==> src/rtl/ksz_bus_pkg.sv <==
// ksz_bus_pkg: shared codes for the KSZ8851 command-port arbiter
package ksz_bus_pkg;
    typedef enum logic [3:0] {
        ST_ADDR0 = 4'd0, ST_ADDR1 = 4'd1, ST_ADDR2 = 4'd2, ST_ADDR3 = 4'd3,
        ST_READ0 = 4'd4, ST_READ1 = 4'd5, ST_WRITE0 = 4'd6, ST_WRITE1 = 4'd7,
        ST_DONE = 4'd8, ST_WAIT = 4'd9
    } bus_state_e;

    localparam logic [1:0] REQ_INIT = 2'd0;
    localparam logic [1:0] REQ_RX   = 2'd1;
    localparam logic [1:0] REQ_TX   = 2'd2;

    typedef enum logic [1:0] {ARB_IDLE, ARB_GRANT, ARB_DRAIN} arb_state_e;

    function automatic logic [1:0] next_id(logic [1:0] id);
        return (id == REQ_TX) ? REQ_INIT : id + 2'd1;
    endfunction
endpackage

==> src/rtl/ksz_bus_arbiter_if.sv <==
// ksz_bus_arbiter_if: requester fields, grant handshake and bus-engine command port
interface ksz_bus_arbiter_if;
    logic [2:0]  req;
    logic [2:0]  rel;
    logic [2:0]  gnt;
    logic [23:0] offsetIn;
    logic [2:0]  lengthIn;
    logic [2:0]  wrIn;
    logic [47:0] writeDataIn;
    logic [2:0]  newCmdIn;
    logic [2:0]  dummyIn;
    logic [3:0]  state;
    logic [7:0]  offset;
    logic        length;
    logic        WR;
    logic [15:0] writeData;
    logic        NewCommand;
    logic        Dummy_Write;
    logic        busy;
    logic        timeout;
    logic [1:0]  timeoutOwner;

    modport slave (
        input  req, rel, offsetIn, lengthIn, wrIn, writeDataIn, newCmdIn, dummyIn, state,
        output gnt, offset, length, WR, writeData, NewCommand, Dummy_Write, busy, timeout, timeoutOwner
    );
    modport master (
        output req, rel, offsetIn, lengthIn, wrIn, writeDataIn, newCmdIn, dummyIn, state,
        input  gnt, offset, length, WR, writeData, NewCommand, Dummy_Write, busy, timeout, timeoutOwner
    );
endinterface

==> src/rtl/ksz_rr_pick.sv <==
// ksz_rr_pick: 3-way round-robin pick starting after lastOwner
module ksz_rr_pick
    import ksz_bus_pkg::*;
(
    input  logic [2:0] req,
    input  logic [1:0] lastOwner,
    output logic       valid,
    output logic [1:0] id
);
    logic [1:0] c1, c2;
    always_comb begin
        c1 = next_id(lastOwner);
        c2 = next_id(c1);
        valid = |req;
        id = req[c1] ? c1 : req[c2] ? c2 : lastOwner;
    end
endmodule

==> src/rtl/ksz_bus_arbiter.sv <==
// ksz_bus_arbiter: round-robin owner of the KSZ8851 command port with drain and watchdog
module ksz_bus_arbiter
    import ksz_bus_pkg::*;
#(
    parameter int TIMEOUT_CYCLES = 4096
) (
    input logic clk40m,
    input logic reset,
    ksz_bus_arbiter_if.slave bus
);
    localparam int WW = $clog2(TIMEOUT_CYCLES) + 1;
    localparam logic [WW-1:0] WD_MAX = WW'(TIMEOUT_CYCLES - 1);

    arb_state_e    fsm;
    logic [1:0]    own, last_owner, pick;
    logic          pick_valid, owner_rel, wd_hit, owned;
    logic [WW-1:0] wd;

    ksz_rr_pick u_pick (.req(bus.req), .lastOwner(last_owner), .valid(pick_valid), .id(pick));

    always_comb begin
        owner_rel = bus.rel[own];
        wd_hit = wd == WD_MAX;
        owned = fsm == ARB_GRANT;
        bus.offset = owned ? bus.offsetIn[{own, 3'b000} +: 8] : 8'd0;
        bus.length = owned & bus.lengthIn[own];
        bus.WR = owned & bus.wrIn[own];
        bus.writeData = owned ? bus.writeDataIn[{own, 4'b0000} +: 16] : 16'd0;
        bus.NewCommand = owned & bus.newCmdIn[own];
        bus.Dummy_Write = owned & bus.dummyIn[own];
    end

    always_ff @(posedge clk40m) begin
        if (reset) begin
            fsm <= ARB_IDLE;
            own <= REQ_INIT;
            last_owner <= REQ_TX;
            wd <= '0;
            bus.gnt <= 3'd0;
            bus.busy <= 1'b0;
            bus.timeout <= 1'b0;
            bus.timeoutOwner <= 2'd0;
        end else begin
            bus.timeout <= 1'b0;
            case (fsm)
                ARB_IDLE: if (pick_valid) begin
                    own <= pick;
                    bus.gnt <= 3'b001 << pick;
                    wd <= '0;
                    fsm <= ARB_GRANT;
                    bus.busy <= 1'b1;
                end
                ARB_GRANT: if (owner_rel || wd_hit) begin
                    // a release in the same cycle as expiry is a normal release
                    bus.gnt <= 3'd0;
                    last_owner <= own;
                    fsm <= ARB_DRAIN;
                    bus.timeout <= !owner_rel;
                    if (!owner_rel) bus.timeoutOwner <= own;
                end else begin
                    wd <= wd + 1'b1;
                end
                ARB_DRAIN: if (bus.state == ST_WAIT) begin
                    fsm <= ARB_IDLE;
                    bus.busy <= 1'b0;
                end
                default: fsm <= ARB_IDLE;
            endcase
        end
    end
endmodule

==> src/flat_wrapper.sv <==
// flat-port wrapper written by rule: the top's interface ports become plain ports
module ksz_bus_arbiter_flat import ksz_bus_pkg::*;
#(
    parameter int TIMEOUT_CYCLES = 4096
)
  (clk40m, reset, bus_req, bus_rel, bus_offsetIn, bus_lengthIn, bus_wrIn, bus_writeDataIn, bus_newCmdIn, bus_dummyIn, bus_state, bus_gnt, bus_offset, bus_length, bus_WR, bus_writeData, bus_NewCommand, bus_Dummy_Write, bus_busy, bus_timeout, bus_timeoutOwner);
  ksz_bus_arbiter_if bus_i ();
  input logic clk40m;
  input logic reset;
  input wire logic [$bits(bus_i.req)-1:0] bus_req;
  input wire logic [$bits(bus_i.rel)-1:0] bus_rel;
  input wire logic [$bits(bus_i.offsetIn)-1:0] bus_offsetIn;
  input wire logic [$bits(bus_i.lengthIn)-1:0] bus_lengthIn;
  input wire logic [$bits(bus_i.wrIn)-1:0] bus_wrIn;
  input wire logic [$bits(bus_i.writeDataIn)-1:0] bus_writeDataIn;
  input wire logic [$bits(bus_i.newCmdIn)-1:0] bus_newCmdIn;
  input wire logic [$bits(bus_i.dummyIn)-1:0] bus_dummyIn;
  input wire logic [$bits(bus_i.state)-1:0] bus_state;
  output wire logic [$bits(bus_i.gnt)-1:0] bus_gnt;
  output wire logic [$bits(bus_i.offset)-1:0] bus_offset;
  output wire logic [$bits(bus_i.length)-1:0] bus_length;
  output wire logic [$bits(bus_i.WR)-1:0] bus_WR;
  output wire logic [$bits(bus_i.writeData)-1:0] bus_writeData;
  output wire logic [$bits(bus_i.NewCommand)-1:0] bus_NewCommand;
  output wire logic [$bits(bus_i.Dummy_Write)-1:0] bus_Dummy_Write;
  output wire logic [$bits(bus_i.busy)-1:0] bus_busy;
  output wire logic [$bits(bus_i.timeout)-1:0] bus_timeout;
  output wire logic [$bits(bus_i.timeoutOwner)-1:0] bus_timeoutOwner;
  assign bus_i.req = bus_req;
  assign bus_i.rel = bus_rel;
  assign bus_i.offsetIn = bus_offsetIn;
  assign bus_i.lengthIn = bus_lengthIn;
  assign bus_i.wrIn = bus_wrIn;
  assign bus_i.writeDataIn = bus_writeDataIn;
  assign bus_i.newCmdIn = bus_newCmdIn;
  assign bus_i.dummyIn = bus_dummyIn;
  assign bus_i.state = bus_state;
  assign bus_gnt = bus_i.gnt;
  assign bus_offset = bus_i.offset;
  assign bus_length = bus_i.length;
  assign bus_WR = bus_i.WR;
  assign bus_writeData = bus_i.writeData;
  assign bus_NewCommand = bus_i.NewCommand;
  assign bus_Dummy_Write = bus_i.Dummy_Write;
  assign bus_busy = bus_i.busy;
  assign bus_timeout = bus_i.timeout;
  assign bus_timeoutOwner = bus_i.timeoutOwner;
  ksz_bus_arbiter #(.TIMEOUT_CYCLES(TIMEOUT_CYCLES)) u_core (.clk40m(clk40m), .reset(reset), .bus(bus_i));
endmodule
==> config.mk <==
export PLATFORM = sky130hd
export DESIGN_NAME = ksz_bus_arbiter_flat
export DESIGN_NICKNAME = d
export VERILOG_FILES = /design/src/rtl/ksz_bus_pkg.sv /design/src/rtl/ksz_bus_arbiter_if.sv /design/src/rtl/ksz_rr_pick.sv /design/src/rtl/ksz_bus_arbiter.sv /design/src/flat_wrapper.sv
export SDC_FILE = /design/constraint.sdc
export NUM_CORES = 1
export LEC_CHECK = 0
export CAP_MARGIN = 15
export CORE_AREA = 2 2 59 116
export DETAILED_ROUTE_END_ITERATION = 8
export DIE_AREA = 0 0 61 118
export PLACE_DENSITY = 0.75
export SYNTH_ARGS = -nofsm -noshare
export SYNTH_HDL_FRONTEND = slang
export SYNTH_SLANG_ARGS = --single-unit
==> constraint.sdc <==
create_clock -name clk40m -period 1.7 [get_ports clk40m]
set_clock_uncertainty 0.15 [all_clocks]
set_input_delay 0.17 -clock clk40m [delete_from_list [all_inputs] [get_ports clk40m]]
set_output_delay 0.17 -clock clk40m [all_outputs]
set_load 0.02 [all_outputs]
==> key figures <==
Cells and area
  – Share of layout cells above drive strength 1: 0.357
  – P&R area growth vs syn: 113%
  – Commonest non-fill, non-tap cells in the layout: clkdlybuf4s50_1 (102), nor2_1 (60), buf_4 (57)
  – Most common cell after layout, fill and taps aside: clkdlybuf4s50_1
  – Fillers: 507
  – Final nets: 540
  – ANT cells: 0
  – FF/Latch Area: 527 sq um
  – Post-Layout Cell Count: 528
  – Multi-input gate area: 1640 sq um
  – Final core utilization: 0.680

Hold path
  – Hold endpoint: u_core.bus.gnt[0]
  – Worst hold path class: reg2reg
  – Min-Delay Startpoint: u_core.bus.gnt[0]
  – Worst Hold Depth: 2

Clocking
  – CTS buffer count: 3
  – CTS H-Tree Depth: 1
  – Clock Sinks: 26
  – CTS clk-pin slew, worst paths: 0.06 ns
  – CTS tree: built
  – Clock Tree Buf Depth: 2
  – Root buf cell: clkbuf_16
  – CTS Hold Bufs: 0
  – Clock Latency Late Sink: 0.27 ns

Placement
  – Dpl hpwl: 5710 um
  – Placed cell count: 504
  – Pre-CTS setup slack: -0.270 ns
  – Gpl congestion: just under 0.9
  – Buffers added on ports: 130

Critical path
  – Worst Setup SP: u_core.own[1]
  – Crit-path slowest cell: dfxtp_4
  – WP data arrival: 1.55 ns
  – Cell mode on critical path: buf_6
  – Endpoint class of the critical path: output pin
  – Worst Path Required: 1.38 ns
  – Crit-path cells: buf_6, nor2b_4, buf_6, buf_16, a21oi_1, nor2_1, buf_4
  – Worst r2r dst: u_core.bus.timeoutOwner[0]
  – Worst path max stage delay: 0.37 ns
  – FF-to-FF setup slack: -0.14 ns
  – Worst reg2reg path startpoint: u_core.own[1]
  – Crit path launch type: flip-flop
  – CP Class: reg2out
  – FF-to-FF path depth: 7
  – CP max FO: 14

Floorplan
  – Std cell rows: 41
  – Core Area: 6310 sq um
  – Chip Height: 118 um
  – Full die area: 7200 sq um
  – Chip Width: approximately 61 um
  – I/O pin cnt: 131
  – Initial Util: 0.319

Timing
  – WHS: around 0.31 ns
  – RSZ-0062 raised after global routing: true
  – Final worst slack: -0.165 ns
  – TNS Setup: -3.76 ns
  – Fin. max-slew vios: 0
  – Tmin final: 1.87 ns
  – Final hold vios: 0
  – Setup violators final: 46
  – Achievable Freq: 536 MHz
  – Slew Limit Headroom: 0.729
  – Worst-Margin Slew: 0.404 ns
  – Tcrit/Tclk final: 1.10

Outcome
  – Status: complete, but fails checks
  – Failing checks: negative setup slack

Logic synthesis
  – Async SR Flop Fraction: 0
  – Syn_area_per_cell: 7.55 sq um
  – Synthesis Warnings: 0
  – Mapped Cells: 267
  – Number of synthesized register bits: 26
  – Synthesized cell area: 2020 sq um
  – Synth Flop Type: dfxtp_1
  – Count of different cell masters after synthesis: 41
  – Seq/Total Area, Yosys: 0.258
  – Number of flops mapped to enable cells by yosys: 0
  – Syn nets: 364

GRT
  – First-pass GRT wire length: 12000 um
  – Vias in the first global route: 2589
  – Largest net degree at the start of global routing: 32
  – Initial antenna violation count: 0
  – Global route total overflow: 0
  – GR Util All Layers: 0.216

Drt
  – Residual DRC: 0
  – Drt pass-1 iters: 6
  – DRT antenna net count: 0
  – 1st-iter DRT viols: 88
  – Total number of vias: 2608
  – Routed WL per cell: 15.3 um
  – Final wirelength: 8100 um
  – DR vias/cell: 4.94

Job
  – Max-Cap Viols: 0

Power and ir drop
  – Pwr Density: 650 nW/um^2
  – Peak supply drop: 0.825 mV
  – Leak: around 1.6 nW
## metal layers
metal / GRT usage / routed length [um]
met3: 0.0440 / 704
met5: 0 / 0
met1: 0.192 / 2590
met4: 0.0965 / 303
met2: 0.420 / 4510
## worst max path at each step
stage                                 endpoint  cells after the start
detailed placement               u_core.wd[11]                      7
finish                       bus_writeData[15]                      7
global placement             bus_writeData[14]                      6
CTS                           bus_writeData[8]                      7
global route                 bus_writeData[15]                      7
floorplan           u_core.bus.timeoutOwner[0]                      6
## synth_stat cells, types with 3 or more instances
cell type,count,area [sq um]
a21oi_1,35,175
buf_1,4,15.0
buf_2,6,30.0
clkbuf_1,8,30.0
dfxtp_1,26,521
mux2i_1,32,320
nand2_1,7,26.3
nand2b_1,6,37.5
nand3_1,5,25.0
nor2_1,80,300
nor2b_1,3,18.8
nor3_1,4,20.0
nor3_2,4,40.0
nor4_1,4,25.0
nor4_4,3,63.8
o21ai_0,3,15.0
xnor2_1,11,96.3
## registers in the layout (all words and copies together), names as in the netlist
signal                   count
u_core.bus.gnt               3
u_core.last_owner            2
u_core.wd                   13
u_core.bus.timeout           1
u_core.fsm                   2
u_core.own                   2
u_core.bus.timeoutOwner      2
u_core.bus.busy              1
## what timing repair did
item / CTS / global route
gates cloned: 2 / 1
pin swaps: 9 / 3
setup endpoints to repair: 43 / 52
setup buffers: 11 / 6
resized for setup: 165 / 34
## metrics by stage
stage / total power, mW / area (sq um)
2_1_floorplan: 1.33 / 2100
3_3_place_gp: 1.95 / 3790
3_5_place_dp: 1.97 / 3790
4_1_cts: 2.69 / 4080
5_1_grt: 2.92 / 4290
6_report: 2.79 / 4290
## report_power, final
part	leakage [nW]	switching (mW)	internal, mW
Clock	0.0442	0.225	0.361
Sequential	0.213	0.0280	0.639
Combinational	1.37	0.698	0.835
Total	1.63	0.951	1.84
## cells by family (layout without fill, tap and decap cells)
logic type | after synthesis | in the layout | share of synthesized area
and+or+nand+nor | 129 | 129 | 0.336
AOI/OAI and AO/OA | 47 | 47 | 0.142
muxes | 32 | 32 | 0.159
DFF | 26 | 26 | 0.258
buffers and inverters | 21 | 196 | 0.0503
xor gates and xnor gates | 11 | 11 | 0.0478
adders and majority gates | 1 | 1 | 0.00621
## critical path, delay by kind of cell (launching register included)
| family | cells | cell delay [ns] |
|---|---|---|
| buffers and inverters | 4 | 0.57 |
| and+or+nand+nor | 2 | 0.26 |
| DFF | 1 | 0.37 |
| AOI/OAI and AO/OA | 1 | 0.08 |
## final cells by class
class,count,share of cell area
timing repair buffer,191,0.448
multi-input combinational,220,0.382
sequential,26,0.123
tap,86,0.0251
clock buffer,4,0.0207
inverter,1,0.000875
Power figures use the tool's default switching activity.
